File: src/rtl/sbox_layer_seq_pkg.sv
`default_nettype none
// ============================================================================
//  Module   : sbox_layer_seq_pkg
//  Purpose  : Shared FSM encoding, issue count and S-box BRAM address layout.
//  Revision : 1.0
// ============================================================================
package sbox_layer_seq_pkg;

    localparam int SBOX_NBYTES = 16;
    localparam int SBOX_NPAIRS = SBOX_NBYTES / 2;

    // BRAM address = {tsel, data byte}; the BRAM wrappers share this layout.
    localparam int ADDR_W   = 10;
    localparam int TSEL_MSB = 9;
    localparam int TSEL_LSB = 8;
    localparam int TSEL_W   = TSEL_MSB - TSEL_LSB + 1;

    typedef enum logic [1:0] {
        ST_IDLE  = 2'd0,
        ST_ISSUE = 2'd1,
        ST_DRAIN = 2'd2,
        ST_DONE  = 2'd3
    } seq_state_e;

    function automatic logic [ADDR_W-1:0] sbox_addr(input logic [TSEL_W-1:0] tsel,
                                                    input logic [7:0]        b);
        logic [ADDR_W-1:0] a;
        a                    = '0;
        a[TSEL_MSB:TSEL_LSB] = tsel;
        a[TSEL_LSB-1:0]      = b;
        return a;
    endfunction

endpackage
`default_nettype wire

File: src/rtl/sbox_layer_seq_if.sv
`default_nettype none
// ============================================================================
//  Module   : sbox_layer_seq_if
//  Purpose  : Request/result handshake plus dual-port S-box BRAM bus.
//  Revision : 1.0
// ============================================================================
interface sbox_layer_seq_if #(
    parameter int NBYTES = sbox_layer_seq_pkg::SBOX_NBYTES
);
    import sbox_layer_seq_pkg::*;

    logic                  start;
    logic [TSEL_W-1:0]     tsel;
    logic [8*NBYTES-1:0]   state_in;
    logic                  ready;
    logic                  bram_en;
    logic [ADDR_W-1:0]     bram_addra;
    logic [ADDR_W-1:0]     bram_addrb;
    logic [7:0]            bram_doa;
    logic [7:0]            bram_dob;
    logic [8*NBYTES-1:0]   state_out;
    logic                  done;

    // Environment side: requester plus BRAM data return.
    modport master (
        output start, tsel, state_in, bram_doa, bram_dob,
        input  ready, bram_en, bram_addra, bram_addrb, state_out, done
    );

    // Sequencer side.
    modport slave (
        input  start, tsel, state_in, bram_doa, bram_dob,
        output ready, bram_en, bram_addra, bram_addrb, state_out, done
    );

endinterface
`default_nettype wire

File: src/rtl/sbox_rd_tracker.sv
`default_nettype none
// ============================================================================
//  Module   : sbox_rd_tracker
//  Purpose  : RD_LAT-deep valid/pair-index shift register for in-flight reads.
//  Revision : 1.0
// ============================================================================
module sbox_rd_tracker #(
    parameter int RD_LAT = 2,
    parameter int IDX_W  = 3
) (
    input  wire logic             clk,
    input  wire logic             rst,
    input  wire logic             i_valid,
    input  wire logic [IDX_W-1:0] i_idx,
    output logic                  o_valid,
    output logic [IDX_W-1:0]      o_idx
);

    logic [RD_LAT-1:0]            vld_q, vld_d;
    logic [RD_LAT-1:0][IDX_W-1:0] idx_q, idx_d;

    generate
        if (RD_LAT == 1) begin : g_single
            always_comb begin
                vld_d = i_valid;
                idx_d = i_idx;
            end
        end else begin : g_multi
            always_comb begin
                vld_d = {vld_q[RD_LAT-2:0], i_valid};
                idx_d = {idx_q[RD_LAT-2:0], i_idx};
            end
        end
    endgenerate

    always_ff @(posedge clk or negedge rst) begin
        if (!rst) begin
            vld_q <= '0;
            idx_q <= '0;
        end else begin
            vld_q <= vld_d;
            idx_q <= idx_d;
        end
    end

    assign o_valid = vld_q[RD_LAT-1];
    assign o_idx   = idx_q[RD_LAT-1];

endmodule
`default_nettype wire

File: src/rtl/sbox_layer_seq.sv
`default_nettype none
// ============================================================================
//  Module   : sbox_layer_seq
//  Purpose  : Streams a masked state two bytes per cycle through a dual-port
//             S-box BRAM and reassembles the substituted bytes.
//  Revision : 1.0
// ============================================================================
module sbox_layer_seq
    import sbox_layer_seq_pkg::*;
#(
    parameter int RD_LAT = 2,
    parameter int NBYTES = SBOX_NBYTES
) (
    input  wire logic       clk,
    input  wire logic       rst,
    sbox_layer_seq_if.slave bus
);

    localparam int NPAIRS = NBYTES / 2;
    localparam int IDX_W  = (NPAIRS > 1) ? $clog2(NPAIRS) : 1;
    localparam int DRN_W  = (RD_LAT > 1) ? $clog2(RD_LAT) : 1;

    seq_state_e                state_q, state_d;
    logic [IDX_W-1:0]          k_q, k_d;
    logic [DRN_W-1:0]          drn_q, drn_d;
    logic [TSEL_W-1:0]         tsel_q, tsel_d;
    logic [NBYTES-1:0][7:0]    state_in_q, state_in_d;
    logic [NBYTES-1:0][7:0]    state_out_q, state_out_d;

    logic                      issue;
    logic                      bram_en;
    logic                      trk_valid;
    logic [IDX_W-1:0]          trk_idx;

    always_comb begin
        state_d    = state_q;
        k_d        = k_q;
        drn_d      = drn_q;
        tsel_d     = tsel_q;
        state_in_d = state_in_q;
        case (state_q)
            ST_IDLE, ST_DONE: begin
                if (bus.start) begin
                    state_d    = ST_ISSUE;
                    k_d        = '0;
                    tsel_d     = bus.tsel;
                    state_in_d = bus.state_in;
                end else begin
                    state_d    = ST_IDLE;
                end
            end
            ST_ISSUE: begin
                // k stays on the last pair so DRAIN keeps presenting its address.
                if (k_q == IDX_W'(NPAIRS - 1)) begin
                    state_d = ST_DRAIN;
                    drn_d   = '0;
                end else begin
                    k_d     = k_q + 1'b1;
                end
            end
            ST_DRAIN: begin
                if (drn_q == DRN_W'(RD_LAT - 1)) begin
                    state_d = ST_DONE;
                end else begin
                    drn_d   = drn_q + 1'b1;
                end
            end
            default: state_d = ST_IDLE;
        endcase
    end

    always_comb begin
        state_out_d = state_out_q;
        if (trk_valid) begin
            state_out_d[{trk_idx, 1'b0}] = bus.bram_doa;
            state_out_d[{trk_idx, 1'b1}] = bus.bram_dob;
        end
    end

    always_ff @(posedge clk or negedge rst) begin
        if (!rst) begin
            state_q     <= ST_IDLE;
            k_q         <= '0;
            drn_q       <= '0;
            tsel_q      <= '0;
            state_in_q  <= '0;
            state_out_q <= '0;
        end else begin
            state_q     <= state_d;
            k_q         <= k_d;
            drn_q       <= drn_d;
            tsel_q      <= tsel_d;
            state_in_q  <= state_in_d;
            state_out_q <= state_out_d;
        end
    end

    assign issue   = (state_q == ST_ISSUE);
    assign bram_en = issue || (state_q == ST_DRAIN);

    sbox_rd_tracker #(
        .RD_LAT (RD_LAT),
        .IDX_W  (IDX_W)
    ) u_trk (
        .clk     (clk),
        .rst     (rst),
        .i_valid (issue),
        .i_idx   (k_q),
        .o_valid (trk_valid),
        .o_idx   (trk_idx)
    );

    assign bus.bram_en    = bram_en;
    assign bus.bram_addra = bram_en ? sbox_addr(tsel_q, state_in_q[{k_q, 1'b0}]) : '0;
    assign bus.bram_addrb = bram_en ? sbox_addr(tsel_q, state_in_q[{k_q, 1'b1}]) : '0;
    assign bus.ready      = (state_q == ST_IDLE) || (state_q == ST_DONE);
    assign bus.done       = (state_q == ST_DONE);
    assign bus.state_out  = state_out_q;

endmodule
`default_nettype wire

File: src/flat_wrapper.sv
// flat-port wrapper written by rule: the top's interface ports become plain ports
module sbox_layer_seq_flat import sbox_layer_seq_pkg::*;
#(
    parameter int RD_LAT = 2,
    parameter int NBYTES = SBOX_NBYTES
)
  (clk, rst, bus_start, bus_tsel, bus_state_in, bus_bram_doa, bus_bram_dob, bus_ready, bus_bram_en, bus_bram_addra, bus_bram_addrb, bus_state_out, bus_done);
  sbox_layer_seq_if #(.NBYTES(NBYTES)) bus_i ();
  input  wire logic clk;
  input  wire logic rst;
  input wire logic [$bits(bus_i.start)-1:0] bus_start;
  input wire logic [$bits(bus_i.tsel)-1:0] bus_tsel;
  input wire logic [$bits(bus_i.state_in)-1:0] bus_state_in;
  input wire logic [$bits(bus_i.bram_doa)-1:0] bus_bram_doa;
  input wire logic [$bits(bus_i.bram_dob)-1:0] bus_bram_dob;
  output wire logic [$bits(bus_i.ready)-1:0] bus_ready;
  output wire logic [$bits(bus_i.bram_en)-1:0] bus_bram_en;
  output wire logic [$bits(bus_i.bram_addra)-1:0] bus_bram_addra;
  output wire logic [$bits(bus_i.bram_addrb)-1:0] bus_bram_addrb;
  output wire logic [$bits(bus_i.state_out)-1:0] bus_state_out;
  output wire logic [$bits(bus_i.done)-1:0] bus_done;
  assign bus_i.start = bus_start;
  assign bus_i.tsel = bus_tsel;
  assign bus_i.state_in = bus_state_in;
  assign bus_i.bram_doa = bus_bram_doa;
  assign bus_i.bram_dob = bus_bram_dob;
  assign bus_ready = bus_i.ready;
  assign bus_bram_en = bus_i.bram_en;
  assign bus_bram_addra = bus_i.bram_addra;
  assign bus_bram_addrb = bus_i.bram_addrb;
  assign bus_state_out = bus_i.state_out;
  assign bus_done = bus_i.done;
  sbox_layer_seq #(.RD_LAT(RD_LAT), .NBYTES(NBYTES)) u_core (.clk(clk), .rst(rst), .bus(bus_i));
endmodule
File: config.mk
export PLATFORM = sky130hd
export DESIGN_NAME = sbox_layer_seq_flat
export DESIGN_NICKNAME = d
export VERILOG_FILES = /design/src/rtl/sbox_layer_seq_pkg.sv /design/src/rtl/sbox_layer_seq_if.sv /design/src/rtl/sbox_rd_tracker.sv /design/src/rtl/sbox_layer_seq.sv /design/src/flat_wrapper.sv
export SDC_FILE = /design/constraint.sdc
export NUM_CORES = 1
export LEC_CHECK = 0
export ABC_AREA = 1
export BUFFER_PORTS_ARGS = -buffer_cell sky130_fd_sc_hd__buf_2
export CAP_MARGIN = 20
export CORE_MARGIN = 10
export CORE_UTILIZATION = 57
export CTS_CLUSTER_DIAMETER = 150
export DETAILED_ROUTE_END_ITERATION = 12
export HOLD_SLACK_MARGIN = 0.1
export PLACE_DENSITY = 0.85
export SLEW_MARGIN = 0
export SYNTH_ARGS = -nofsm -noshare
export SYNTH_HDL_FRONTEND = slang
export SYNTH_HIERARCHICAL = 1
export SYNTH_SLANG_ARGS = --single-unit
File: constraint.sdc
create_clock -name clk -period 2.75 [get_ports clk]
set_input_delay 0.4125 -clock clk [delete_from_list [all_inputs] [get_ports clk]]
set_output_delay 0.4125 -clock clk [all_outputs]
set_load 0.05 [all_outputs]
* Yosys cells after proc, flatten, opt, wreduce, memory -nomap -nowiden
Index checks and enable logic that the tools add are counted.
Storage, ports and cells: register bits after elaboration 272, latch bits 0, RAM bits 0, bits in read-only memories 0, input bits 149, output and inout port bits 151, logic and storage cells 89, memories 0
Operators by class: $add $sub $neg 2, multipliers 0, div/mod/pow operators 0, order comparisons 6, eq/ne operators 8, shifts and indexed selects 0, muxes and demuxes 22, bitwise gates (word level) 0, reduce and logical (&&, ||, !) cells 12
Operators by type and width (number):
- bitwise mux 128 bit | 2
- binary-select mux 8 bit (select 3 bit) | 2
- demux 8 bit (select 3 bit) | 2
- two-way mux 8 bit | 4
- less-than comparator 4 x 5 -> 1 bit (second input constant) | 4
- two-way mux 10 bit | 2
- >= comparator 4 x 1 -> 1 bit (second input constant) | 2
- two-way mux 3 bit | 2
- inequality test 2 bit (second input constant) | 3
- one-hot mux 2 bit (3 select lines) | 1
- one-hot mux 3 bit (2 select lines) | 1
- AND reduction 2 bit | 3
- equality test 2 bit (second input constant) | 2
- two-way mux 2 bit | 2
- nonzero test 2 bit | 2
- adder 3 x 1 -> 3 bit (second input constant) | 1
- equality test 3 bit (second input constant) | 1
- two-way mux 1 bit | 3
- AND reduction 3 bit | 1
- equality test 2 x 1 -> 1 bit (second input constant) | 1
- logical AND 1 bit | 2
- zero test 2 bit | 1
- logical OR 1 bit | 2
- inequality test 2 x 1 -> 1 bit (second input constant) | 1
- other kinds (3) | 3

* Logic depth before layout (Yosys ltp)
depth in word-level cells 6, gate-level depth with buffers 8, mapped depth without buffers 8

* Hierarchy
Netlist, hierarchy kept.
Modules (own cells, without submodules):
- sbox_layer_seq | instances 1, cells an instance 1334, area each 11287.1 um^2, sequential area each 6606.3 um^2
- sbox_rd_tracker | instances 1, cells an instance 8, area each 200.2 um^2, sequential area each 200.2 um^2

* Worst setup path before layout
Ideal clock, no wire load.
path type register to output, start point reg u_core.state_q[0], end point out bus_bram_addra[0], arrival 2.600 ns, path slack -0.262 ns, cell stages (with the launch flop) 7, cells stage by stage dfrtp_1 > inv_1 > ha_1 > clkinv_1 > clkbuf_1 > nand2_1 > nor2_1
On the way: word-level cells in the longest chain between the ends 3
Ends and longest elaborated chain:
- from (decl) | RTL line sbox_layer_seq.sv:23 | seq_state_e state_q, state_d;
- from (signal assigned) | RTL line sbox_layer_seq.sv:89 | state_q <= state_d;
- equality test 2 x 1 -> 1 bit or equality test 2 bit (tied branches) | RTL line sbox_layer_seq.sv:98, sbox_layer_seq.sv:99
- logical OR 1 bit * | RTL line sbox_layer_seq.sv:99 | assign bram_en = issue || (state_q == ST_DRAIN);
- via bus_bram_en | RTL line flat_wrapper.sv:17 | output wire logic [$bits(bus_i.bram_en)-1:0] bus_bram_en;
- two-way mux 10 bit * | RTL line sbox_layer_seq.sv:114 | assign bus.bram_addra = bram_en ? sbox_addr(tsel_q, state_in_q[{k_q, 1'b0}]) : '0;
- to (decl) | RTL line flat_wrapper.sv:18 | output wire logic [$bits(bus_i.bram_addra)-1:0] bus_bram_addra;
The timed path passes the listed nets; every way through them passes the cells marked *.

* Worst setup path after layout
start point reg u_core.k_q[0], end point out bus_bram_addra[2]
On the way: word-level cells in the longest chain between the ends 3
Ends and longest elaborated chain:
- from (decl) | RTL line sbox_layer_seq.sv:24 | logic [IDX_W-1:0] k_q, k_d;
- from (signal assigned) | RTL line sbox_layer_seq.sv:90 | k_q <= k_d;
- binary-select mux 8 bit (select 3 bit) | RTL line sbox_layer_seq.sv:114
- two-way mux 8 bit (not written as such) | RTL line sbox_layer_seq.sv:114
- two-way mux 10 bit | RTL line sbox_layer_seq.sv:114
Every way passes these cells. The select of a mux whose other input is x is not followed.

==> impl_metrics.json <==
{
  "run_status": "complete, no violations",
  "grt_max_degree": 75,
  "first_pass_iters": 6,
  "routedWlPerCell_um": 19.3,
  "period_needed_ns": 2.58,
  "io_buffers": 299,
  "arrival_ns": 2.17,
  "synth_xor_xnor_area_share_pct": 0,
  "required_ns": 2.34,
  "crit_cells": 8,
  "holdWs_ns": 0.106,
  "start_kind": "register",
  "cts.clk_slew.worst_paths_ns": 0.06,
  "timing.fmax_mhz": 387,
  "initial_utilization_pct": 58.4,
  "ys_warn_count": 6,
  "place_congestion": 0.929,
  "crit_fanout": 37,
  "via_per_inst": 5.53,
  "rsz0062_at_grt": "false",
  "critPathTopFamily": "simple AND/OR/NAND/NOR gates",
  "slowest_stage": "dfrtp_2",
  "cts_buffer_depth": 3,
  "yosys-top-cells-area": "dfrtp_1 (59%), nand2_1 (14%), o21ai_0 (10%)",
  "postRouteAntennaNets": 0,
  "core_area_um2": 19700,
  "cp_cell_sequence": "inv_2 -> buf_4 -> nand2_1 -> nand3_1 -> nand2_1 -> nor2_1 -> nor2_2 -> buf_2",
  "cts_max_level": 1,
  "r2r_cells": 7,
  "dp_hpwl_mm": 25.5,
  "synthCells": 1342,
  "setup_viol": 0,
  "hold_path_class": "input port to register",
  "cap_violations": 0,
  "drive_above_1_share_pct": 22.6,
  "wl_mm": 37.6,
  "synth.mux.area_fraction_pct": 0,
  "synth_top_family_by_area": "simple AND/OR/NAND/NOR gates",
  "drc": 0,
  "rows": 51,
  "track_usage_pct": 27.9,
  "cp.buffers_inverters": 3,
  "worstSkewPairLatency_ns": 0.53,
  "hold_viol_final": 0,
  "synth_compound_area_share_pct": 11.5,
  "drtIter0Drc": 1431,
  "finClkSkew_ns": 0.0105,
  "area_growth_pct": 27.0,
  "cellLeakagePower_nw": 7.72,
  "dp_slack_ns": 0.479,
  "cts_sinks": 272,
  "vdd_drop_max_uv": 965,
  "numCtsBuffers": 26,
  "cpMostUsedCell": "nand2_1",
  "max-slew-margin-rel_pct": 28.4,
  "synth-seq-cells": 272,
  "cp-end-kind": "output pin",
  "synthSimpleGateAreaFrac_pct": 19.4,
  "num_antenna_cells": 0,
  "grt_pass1_wl_mm": 58.9,
  "overflow": 0,
  "path_class": "register to output pin",
  "final_nets": 1820,
  "synthAdderAreaFrac_pct": 0.545,
  "layout_setup_ws_ns": 0.167,
  "final_area_um2": 14600,
  "die_y_um": 162,
  "post_cts_buffers": 0,
  "yosys.area.top_type": "dfrtp_1",
  "io_pins": 300,
  "dpl-instance-area_um2": 13100,
  "routed-via-count": 10800,
  "synthDominantCellAreaShare_pct": 59.3,
  "grt_antenna_before_repair": 0,
  "synth.distinct_cells": 19,
  "yosysSeqAreaShare_pct": 59.3,
  "root_buffer": "clkbuf_16",
  "maxSlewViolCount": 0,
  "cellPowerDensity_nw_per_um2": 1410,
  "dieArea_um2": 26200,
  "utilization_pct": 74.2,
  "setup_tns_ns": 0,
  "synthesis.area_um2": 11500,
  "worst_pin_slew_ns": 1.07,
  "grt_pass1_vias": 10900,
  "min_delay_path_depth": 3,
  "cpPeakStageDelay_ns": 0.41,
  "synth.net_count": 1496,
  "die_x_um": 162,
  "syn_avg_cell_area_um2": 8.56,
  "cts_tree": "yes",
  "fin_crit_sh_pct": 93.9
}
[what timing repair did]
item / in CTS / in global routing
endpoints found under the setup margin: 16 / 0
hold buffers: 55 / 0
hold endpoints to repair: 120 / 0
resized for setup: 1 / 0
[per-stage QoR]
stage               power (mW)  instances
floorplan                 13.9       1342
finish                    20.6       1951
CTS                       20.5       1950
global placement          16.2       1847
global route              21.8       1951
detailed placement        16.5       1847
[tightest hold or removal path, delay by kind of cell]
family | cells | cell delay (ns)
buffers and inverters | 1 | 0.07
AOI/OAI and AO/OA | 1 | 0.06
and+or+nand+nor | 1 | 0.04
[synth_stat cells]
library cell / n
a21oi_1: 17
buf_1: 2
buf_2: 30
buf_4: 10
buf_6: 12
clkbuf_1: 21
clkbuf_2: 5
clkinv_1: 1
dfrtp_1: 272
ha_1: 5
inv_1: 155
inv_2: 3
nand2_1: 424
nand3_1: 83
nor2_1: 53
nor2_2: 1
nor3_4: 1
o21ai_0: 240
o21ai_1: 7
[worst paths after layout]
kind | startpoint | end | slack, ns
worst max-delay path | u_core/k_q[0] | bus_bram_addra[2] | 0.17
worst min-delay path | bus_state_in[42] | u_core/state_in_q[42] | 0.11
worst max register to register | u_core/state_q[0] | u_core/state_in_q[70] | 0.61
worst min register to register | u_core/u_trk/idx_d[5] | u_core/u_trk/o_idx[2] | 0.35
max in group asynchronous | rst | u_core/state_in_q[8] | 1.50
min in group asynchronous | rst | u_core/bus.state_out[44] | 0.42
[area by class of cell]
cell class	count	area [um2]
Inverter	159	603
Multi-Input combinational cell	831	3630
Sequential cell	272	6810
Tap cell	265	332
Timing Repair Buffer	376	2290
Clock inverter	11	169
Clock buffer	37	752
Fill cell	1356	5060
[routing by layer]
metal / global-route usage (%) / part of all wire, %
met1: 32.8 / 36
met2: 47.0 / 49
met3: 6.98 / 10
met5: 0 / 0
met4: 13.2 / 5.0
[cell families (layout without fill, tap and decap cells)]
group	after synthesis	after routing
compound gates	264	264
flops	272	272
fa+ha+maj	5	5
buf+inv	239	583
simple gates	562	562
[where the power goes]
part	internal, mW	leakage [nW]	switching, mW
Combinational	2.40	3.97	7.93
Sequential	5.73	3.30	0.754
Clock	2.28	0.453	1.53
Total	10.4	7.72	10.2
[flip-flops by register name (all words and copies together) (netlist names)]
register,cells
u_core/k_q,3
u_core/bus.state_out,128
u_core/drn_q,1
u_core/state_q,2
u_core/u_trk/o_idx,3
u_core/state_in_q,128
u_core/u_trk/vld_q,2
u_core/u_trk/idx_d,3
u_core/tsel_q,2
[cells in the final DEF, fill, tap and decap left out, types with 7 or more instances in the layout]
cell	instances
buf_4	16
dlygate4sd3_1	55
a21oi_1	17
dfrtp_1	271
o21ai_0	240
buf_2	298
nand3_1	83
nor2_2	10
nand2_1	424
nor2_1	44
o21ai_1	7
clkbuf_16	26
inv_1	154
No activity file was read; power rests on OpenSTA's default activity.
